$ cat config.mk
export PLATFORM = sky130hd
export DESIGN_NAME = fetch_stage_flat
export DESIGN_NICKNAME = d
export VERILOG_FILES = /design/src/rtl/fetch_stage_if.sv /design/src/rtl/fetch_stage.sv /design/src/flat_wrapper.sv
export SDC_FILE = /design/constraint.sdc
export NUM_CORES = 1
export LEC_CHECK = 0
export ABC_CLOCK_PERIOD_IN_PS = 2150
export CORE_UTILIZATION = 45
export CTS_BUF_LIST = sky130_fd_sc_hd__clkbuf_4 sky130_fd_sc_hd__clkbuf_8
export DETAILED_ROUTE_END_ITERATION = 12
export GPL_ROUTABILITY_DRIVEN = 0
export PLACE_DENSITY = 0.75
export SLEW_MARGIN = 20
export SYNTH_ARGS = -nofsm -noshare
export SYNTH_HDL_FRONTEND = slang
export SYNTH_SLANG_ARGS = --single-unit
$ cat constraint.sdc
create_clock -name clk -period 2.15 [get_ports clk]
set_input_delay 0.645 -clock clk [delete_from_list [all_inputs] [get_ports clk]]
set_output_delay 0.645 -clock clk [all_outputs]
set_load 0.05 [all_outputs]
$ cat src/rtl/fetch_stage_if.sv
// fetch_stage_if: instruction-memory bus, decode handshake and ALU redirect of the fetch stage.
interface fetch_stage_if;
  logic        imem_req;
  logic [15:0] imem_addr;
  logic [15:0] imem_rdata;
  logic        if_valid;
  logic [15:0] if_instr;
  logic [15:0] if_pc;
  logic        if_ready;
  logic        jump_occured;
  logic [15:0] jump_target;
  modport master (
    output imem_req, imem_addr, if_valid, if_instr, if_pc,
    input  imem_rdata, if_ready, jump_occured, jump_target
  );
  modport slave (
    input  imem_req, imem_addr, if_valid, if_instr, if_pc,
    output imem_rdata, if_ready, jump_occured, jump_target
  );
endinterface

$ cat src/rtl/fetch_stage.sv
// fetch_stage: PC, word-addressed imem requests and a prefetch queue feeding decode with redirect flush.
// Defining FETCH_PERF_CNT_EN adds saturating perf_fetched/perf_flushed counter outputs.
module fetch_stage #(
  parameter int          DEPTH    = 4,
  parameter logic [15:0] RESET_PC = 16'h0000
) (
  input  logic          clk,
  input  logic          rst_n,
  fetch_stage_if.master bus
`ifdef FETCH_PERF_CNT_EN
  ,
  output logic [15:0]   perf_fetched,
  output logic [15:0]   perf_flushed
`endif
);
  localparam int AW = $clog2(DEPTH);
  logic [15:0] pc_q, pc_d, inflight_addr_q, inflight_addr_d;
  logic [AW-1:0] rp_q, rp_d, wp_q, wp_d;
  logic [AW:0] count_q, count_d;
  logic inflight_q, inflight_d, squash_q, squash_d;
  logic [15:0] instr_q [DEPTH];
  logic [15:0] instr_d [DEPTH];
  logic [15:0] ipc_q [DEPTH];
  logic [15:0] ipc_d [DEPTH];
  logic jump, issue, push, pop, valid;
  // The in-flight word holds a reserved slot, so the queue can never overflow.
  always_comb begin
    jump = bus.jump_occured;
    issue = rst_n && !jump && ((count_q + (AW+1)'(inflight_q)) < (AW+1)'(DEPTH));
    push = inflight_q && !squash_q && !jump;
    valid = (count_q != '0) && !jump;
    pop = valid && bus.if_ready;
    pc_d = jump ? bus.jump_target : issue ? pc_q + 16'd1 : pc_q;
    inflight_d = issue;
    inflight_addr_d = issue ? pc_q : inflight_addr_q;
    squash_d = jump && inflight_q;
    rp_d = jump ? '0 : rp_q + AW'(pop);
    wp_d = jump ? '0 : wp_q + AW'(push);
    count_d = jump ? '0 : count_q + (AW+1)'(push) - (AW+1)'(pop);
    instr_d = instr_q;
    ipc_d = ipc_q;
    if (push) begin
      instr_d[wp_q] = bus.imem_rdata;
      ipc_d[wp_q] = inflight_addr_q;
    end
  end
  always_ff @(posedge clk or negedge rst_n) begin
    if (!rst_n) begin
      pc_q <= RESET_PC;
      inflight_addr_q <= '0;
      rp_q <= '0;
      wp_q <= '0;
      count_q <= '0;
      inflight_q <= 1'b0;
      squash_q <= 1'b0;
      instr_q <= '{default: '0};
      ipc_q <= '{default: '0};
    end else begin
      pc_q <= pc_d;
      inflight_addr_q <= inflight_addr_d;
      rp_q <= rp_d;
      wp_q <= wp_d;
      count_q <= count_d;
      inflight_q <= inflight_d;
      squash_q <= squash_d;
      instr_q <= instr_d;
      ipc_q <= ipc_d;
    end
  end
  assign bus.imem_req = issue;
  assign bus.imem_addr = pc_q;
  assign bus.if_valid = valid;
  assign bus.if_instr = instr_q[rp_q];
  assign bus.if_pc = ipc_q[rp_q];
`ifdef FETCH_PERF_CNT_EN
  logic [15:0] fetched_q, fetched_d, flushed_q, flushed_d;
  logic [16:0] flush_sum;
  always_comb begin
    flush_sum = {1'b0, flushed_q} + 17'(count_q) + 17'(inflight_q);
    fetched_d = (pop && fetched_q != 16'hFFFF) ? fetched_q + 16'd1 : fetched_q;
    flushed_d = !jump ? flushed_q : flush_sum[16] ? 16'hFFFF : flush_sum[15:0];
  end
  always_ff @(posedge clk or negedge rst_n) begin
    if (!rst_n) begin
      fetched_q <= '0;
      flushed_q <= '0;
    end else begin
      fetched_q <= fetched_d;
      flushed_q <= flushed_d;
    end
  end
  assign perf_fetched = fetched_q;
  assign perf_flushed = flushed_q;
`endif
endmodule

$ cat src/flat_wrapper.sv
// flat-port wrapper written by rule: the top's interface ports become plain ports
module fetch_stage_flat 
#(
  parameter int          DEPTH    = 4,
  parameter logic [15:0] RESET_PC = 16'h0000
)
  (clk, rst_n, bus_imem_req, bus_imem_addr, bus_if_valid, bus_if_instr, bus_if_pc, bus_imem_rdata, bus_if_ready, bus_jump_occured, bus_jump_target);
  fetch_stage_if bus_i ();
  input  logic clk;
  input  logic rst_n;
  output wire logic [$bits(bus_i.imem_req)-1:0] bus_imem_req;
  output wire logic [$bits(bus_i.imem_addr)-1:0] bus_imem_addr;
  output wire logic [$bits(bus_i.if_valid)-1:0] bus_if_valid;
  output wire logic [$bits(bus_i.if_instr)-1:0] bus_if_instr;
  output wire logic [$bits(bus_i.if_pc)-1:0] bus_if_pc;
  input wire logic [$bits(bus_i.imem_rdata)-1:0] bus_imem_rdata;
  input wire logic [$bits(bus_i.if_ready)-1:0] bus_if_ready;
  input wire logic [$bits(bus_i.jump_occured)-1:0] bus_jump_occured;
  input wire logic [$bits(bus_i.jump_target)-1:0] bus_jump_target;
  assign bus_imem_req = bus_i.imem_req;
  assign bus_imem_addr = bus_i.imem_addr;
  assign bus_if_valid = bus_i.if_valid;
  assign bus_if_instr = bus_i.if_instr;
  assign bus_if_pc = bus_i.if_pc;
  assign bus_i.imem_rdata = bus_imem_rdata;
  assign bus_i.if_ready = bus_if_ready;
  assign bus_i.jump_occured = bus_jump_occured;
  assign bus_i.jump_target = bus_jump_target;
  fetch_stage #(.DEPTH(DEPTH), .RESET_PC(RESET_PC)) u_core (.clk(clk), .rst_n(rst_n), .bus(bus_i));
endmodule
# Word level (Yosys, flattened, before mapping)
# Cells that the tools add are included.
# W data, S select, Z words.
# totals
ff_bits,169
in_bits,36
output_inout_bits,50
# op_classes
add_sub_neg,6
magnitude_cmp,4
mux,15
bitwise,2
n_reduce_logical,12
# op_table
cell,n
$bwmux W64,2
$mux W16,7
$bmux W16 S2,2
$demux W16 S2,1
$add A16 B1 Y16 const B,1
$logic_and A1 B1 Y1,8
$add A3 B1 Y3,2
$ge A3 B3 Y1 const B,2
$not A2 Y3,2
$add A2 B1 Y2,2
$mux W2,2
$lt A3 B1 Y1 const B,1
$lt A3 B3 Y1 const B,1
$mux W3,1
$reduce_bool A3 Y1,1
$sub A3 B1 Y3,1
$logic_not A1 Y1,2
$reduce_bool A2 Y1,1

# Depth between registers and ports, before layout
# logic_depth
depth_word,6
ltp_mapped,11

# Worst setup path before layout
# OpenSTA, ideal clock, no wires.
# synth_path
path_kind,input-to-reg
start,in bus_jump_occured
end,reg u_core.count_q[2]
arrival_time_ns,2.937
t_required_ns,2.020
path_slack_ns,-0.917
stages,11
path_buffers,2
cell_sequence,buf_2 buf_1 nor2_1 and2_1 ha_1 inv_1 ha_1 inv_1 fa_1 xnor2_1 nor2_1
# synth_via
elab_chain_cells,5
word_cells_on_any_way,7
# synth_lines
element,line,text
start: declaration,flat_wrapper.sv:18,input wire logic [$bits(bus_i.jump_occured)-1:0] bus_jump_occured;
$logic_not A1 Y1,fetch_stage.sv:31,valid = (count_q != '0) && !jump;
$logic_and A1 B1 Y1,fetch_stage.sv:31,
net bus_if_valid,flat_wrapper.sv:13,output wire logic [$bits(bus_i.if_valid)-1:0] bus_if_valid;
$logic_and A1 B1 Y1,fetch_stage.sv:32,pop = valid && bus.if_ready;
$sub A3 B1 Y3,fetch_stage.sv:39,count_d = jump ? '0 : count_q + (AW+1)'(push) - (AW+1)'(pop);
$mux W3,fetch_stage.sv:39,
net u_core.count_d[2],fetch_stage.sv:19,"logic [AW:0] count_q, count_d;"
end signal: assignment,fetch_stage.sv:63,count_q <= count_d;
end: declaration,fetch_stage.sv:19,
# The timed path passes the listed nets, and every way through them passes these cells.
# A chain may end at the register's enable or synchronous reset.

# Worst setup path after layout
# layout_path
start,reg u_core.rp_q[0]
end,out bus_if_pc[4]
# layout_via
elab_chain_cells,4
# layout_lines
element,line,text
start: declaration,fetch_stage.sv:18,"logic [AW-1:0] rp_q, rp_d, wp_q, wp_d;"
start signal: assignment,fetch_stage.sv:61,rp_q <= rp_d;
$not A2 Y3 (not written as such),fetch_stage.sv:74,assign bus.if_pc = ipc_q[rp_q];
$bmux W16 S2,fetch_stage.sv:74,
$mux W16 (not written as such) (2 in a row),fetch_stage.sv:74,
end: declaration,flat_wrapper.sv:15,output wire logic [$bits(bus_i.if_pc)-1:0] bus_if_pc;
# Every way passes these cells. The select of a mux whose other input is x is not followed.

==> flow_metrics.tcl <==
set metrics [dict create \
    power.density_nw_per_um2 1220 \
    end_kind "output pin" \
    synth-seq-cells 169 \
    critPathRequiredTime_ps 1500 \
    routed.top_layer "met4" \
    startpoint_type "flop" \
    io_pins 86 \
    routedWlPerCell_um 19.3 \
    finClkSkew_ps 11.6 \
    synth_cell_types 37 \
    insertion_delay_ps 450 \
    synth_area_sq_um 7550 \
    finalHoldViolCount 0 \
    die_y_um 132 \
    fin_crit_sh_pct 116 \
    met2RoutedLength_um 7880 \
    setup_ws_ps -341 \
    dr.first_iter.drc_count 198 \
    clockBufferDepth 2 \
    max-cap-violations 0 \
    synth_top_area_share_pct 56.0 \
    setup_viol 33 \
    synthCells 497 \
    clk_pin_slew_ps 90 \
    violations "setup timing" \
    first_global_vias 4997 \
    crit_type "reg -> out" \
    tightest_slew_ps 882 \
    post-route-util_pct 59.1 \
    stdcell_area_sq_um 9520 \
    grt_max_degree 160 \
    syn_area_per_cell_sq_um 15.2 \
    async_flop_share_pct 100 \
    grt_pass1_wl_um 26000 \
    outcome "finished, violations left" \
    hold_path_class "in -> async" \
    fin_crit_ps 2490 \
    antenna_found_initial 0 \
    wl_met3_um 552 \
    arrival_ps 1850 \
    cts-buffers-inserted 17 \
    initial_core_util_pct 46.8 \
    core_sq_um 16100 \
    num_rows 46 \
    dp_cells 791 \
    fin_nets 650 \
    cts_tree "yes" \
    first_pass_iters 5 \
    dpl.hpwl_um 10500 \
    n_antenna_cell 0 \
    drive_above_1_share_pct 50.4 \
    synth_seq_area_share_pct 56.0 \
    htree_num_levels 4 \
    fmax_mhz 401 \
    area_growth_pct 26.1 \
    clock-sinks 169 \
    dieArea_sq_um 17300 \
    vias 4662 \
    stdcell_count 837 \
    ys.warnings.count 0 \
    synth.area.top_cells "dfrtp_1 56%, mux2_2 21%, mux4_2 9.5%, o311ai_0 1.2%, mux2_1 1.0%" \
    ys.flop_type "dfrtp_1" \
    io_buffers 85 \
    viasPerCell 5.57 \
    synthesis.nets 539 \
    drt-met1-wl_um 7460 \
    overflow 0 \
    p_total_uw 11600 \
    worst-path-max-fanout 15 \
    die_w_um 132 \
    slew_viol_final 0 \
    root_buffer "clkbuf_8" \
    placed_area_sq_um 8830 \
    drc 0 \
    max-vdd-ir-drop_mv 0.687 \
    rsz0062_at_grt "true" \
    track_usage_pct 19.7 \
    routed_wl_um 16100 \
    fillers 1203 \
    relSlewSlack_pct 41.2 \
    synth_edf_count 0 \
    antenna_left 0 \
    p_leak_uw 0.00425 \
    synth_top_area_cell "dfrtp_1" \
]
[state kept, by name, indices dropped and copies added, names as in the netlist]
register                flops
u_core.bus.imem_addr       16
u_core.count_q              3
u_core.inflight_addr_q     16
u_core.inflight_q           1
u_core.instr_q             64
u_core.ipc_q               64
u_core.rp_q                 2
u_core.squash_q             1
u_core.wp_q                 2
[logic make-up (layout without fill, tap and decap cells)]
| group | count (synthesis) | after routing | share of synthesized area, % |
|---|---|---|---|
| xor+xnor | 7 | 7 | 0.812 |
| flops | 169 | 169 | 56.0 |
| mux | 179 | 179 | 31.4 |
| compound gates | 29 | 29 | 2.77 |
| buf+inv | 37 | 161 | 2.59 |
| fa+ha+maj | 6 | 6 | 1.09 |
| simple gates | 70 | 70 | 5.29 |
[timing repair]
| action | CTS | global route |
|---|---|---|
| hold buffers | 0 | 0 |
| pin swaps | 4 | 3 |
| gates resized for setup | 37 | 2 |
| setup buffers | 10 | 4 |
| cloned | 0 | 1 |
| endpoints found under the setup margin | 34 | 39 |
[cell type report]
| type | count | area, sq um | share of cell area, % |
|---|---|---|---|
| clock buffers | 22 | 290 | 3.05 |
| clock inverters | 10 | 116 | 1.22 |
| inverters | 7 | 30.0 | 0.315 |
| multi-input cells | 291 | 3220 | 33.8 |
| flip-flops and latches | 169 | 4230 | 44.5 |
| well taps | 216 | 270 | 2.84 |
| repair buffers | 122 | 1360 | 14.2 |
[cell usage after synthesis, types with 6 or more instances]
| library cell | instances |
|---|---|
| dfrtp_1 | 169 |
| mux2_2 | 138 |
| mux4_2 | 32 |
| nand2_1 | 16 |
| buf_2 | 12 |
| nor2_1 | 12 |
| clkbuf_1 | 10 |
| o311ai_0 | 10 |
| a31oi_1 | 7 |
| inv_1 | 7 |
| mux2_1 | 7 |
| nand3_1 | 6 |
[worst max-delay path, stage by stage, from the launching register on]
cell and delay (ps):
dfrtp_2 420, buf_12 190, mux4_2 590, buf_12 180
[stage by stage]
| stage | TNS (ps) | setup slack (ps) | hold WS, ps |
|---|---|---|---|
| 6_report | -10050 | -341 | 133 |
| 5_1_grt | -12980 | -428 | 93.8 |
| 4_1_cts | -11400 | -393 | 91.9 |
| 3_5_place_dp | -40500 | -397 | 474 |
| 3_3_place_gp | -32540 | -361 | 463 |
| 2_1_floorplan | -520 | -279 | 349 |
[where the power goes]
| part | switching, uW | internal (uW) | total, uW | leakage (uW) |
|---|---|---|---|---|
| sequential | 546 | 3920 | 4460 | 0.00219 |
| combinational | 2580 | 2290 | 4870 | 0.00186 |
| clock | 1110 | 1150 | 2270 | 0.000206 |
| total | 4240 | 7360 | 11600 | 0.00425 |
[cell usage in the layout (no fill, tap or decap), types with 5 or more instances in the layout]
master / n
mux2_2: 138
buf_12: 19
o311ai_0: 10
nand2_1: 16
nand3_1: 5
buf_4: 41
mux4_2: 32
clkdlybuf4s50_1: 33
nand4_1: 5
nor2_1: 10
mux2_1: 7
o21ai_0: 5
dfrtp_1: 165
clkbuf_8: 20
buf_6: 27
a31oi_1: 7
[metal layers]
metal  up-vias  track usage, %
li1       2077               -
met1      2453            26.2
met2       115            31.6
met3        17            4.48
met4         0            7.17
met5         -               0
[path summary, 6_finish.rpt]
check / start / end / slack (ps) / cells after the start
min: rst_n / u_core.bus.imem_addr[7] / 130 / 2
min in group clk: u_core.ipc_q[34] / u_core.ipc_q[34] / 490 / 1
max in group asynchronous: rst_n / u_core.rp_q[1] / 910 / 3
max: u_core.rp_q[0] / bus_if_pc[4] / -340 / 3
min reg2reg: u_core.ipc_q[34] / u_core.ipc_q[34] / 490 / 1
max reg2reg: u_core.count_q[1] / u_core.count_q[1] / 30 / 11
Note: power is estimated with default switching activity, not from simulation.
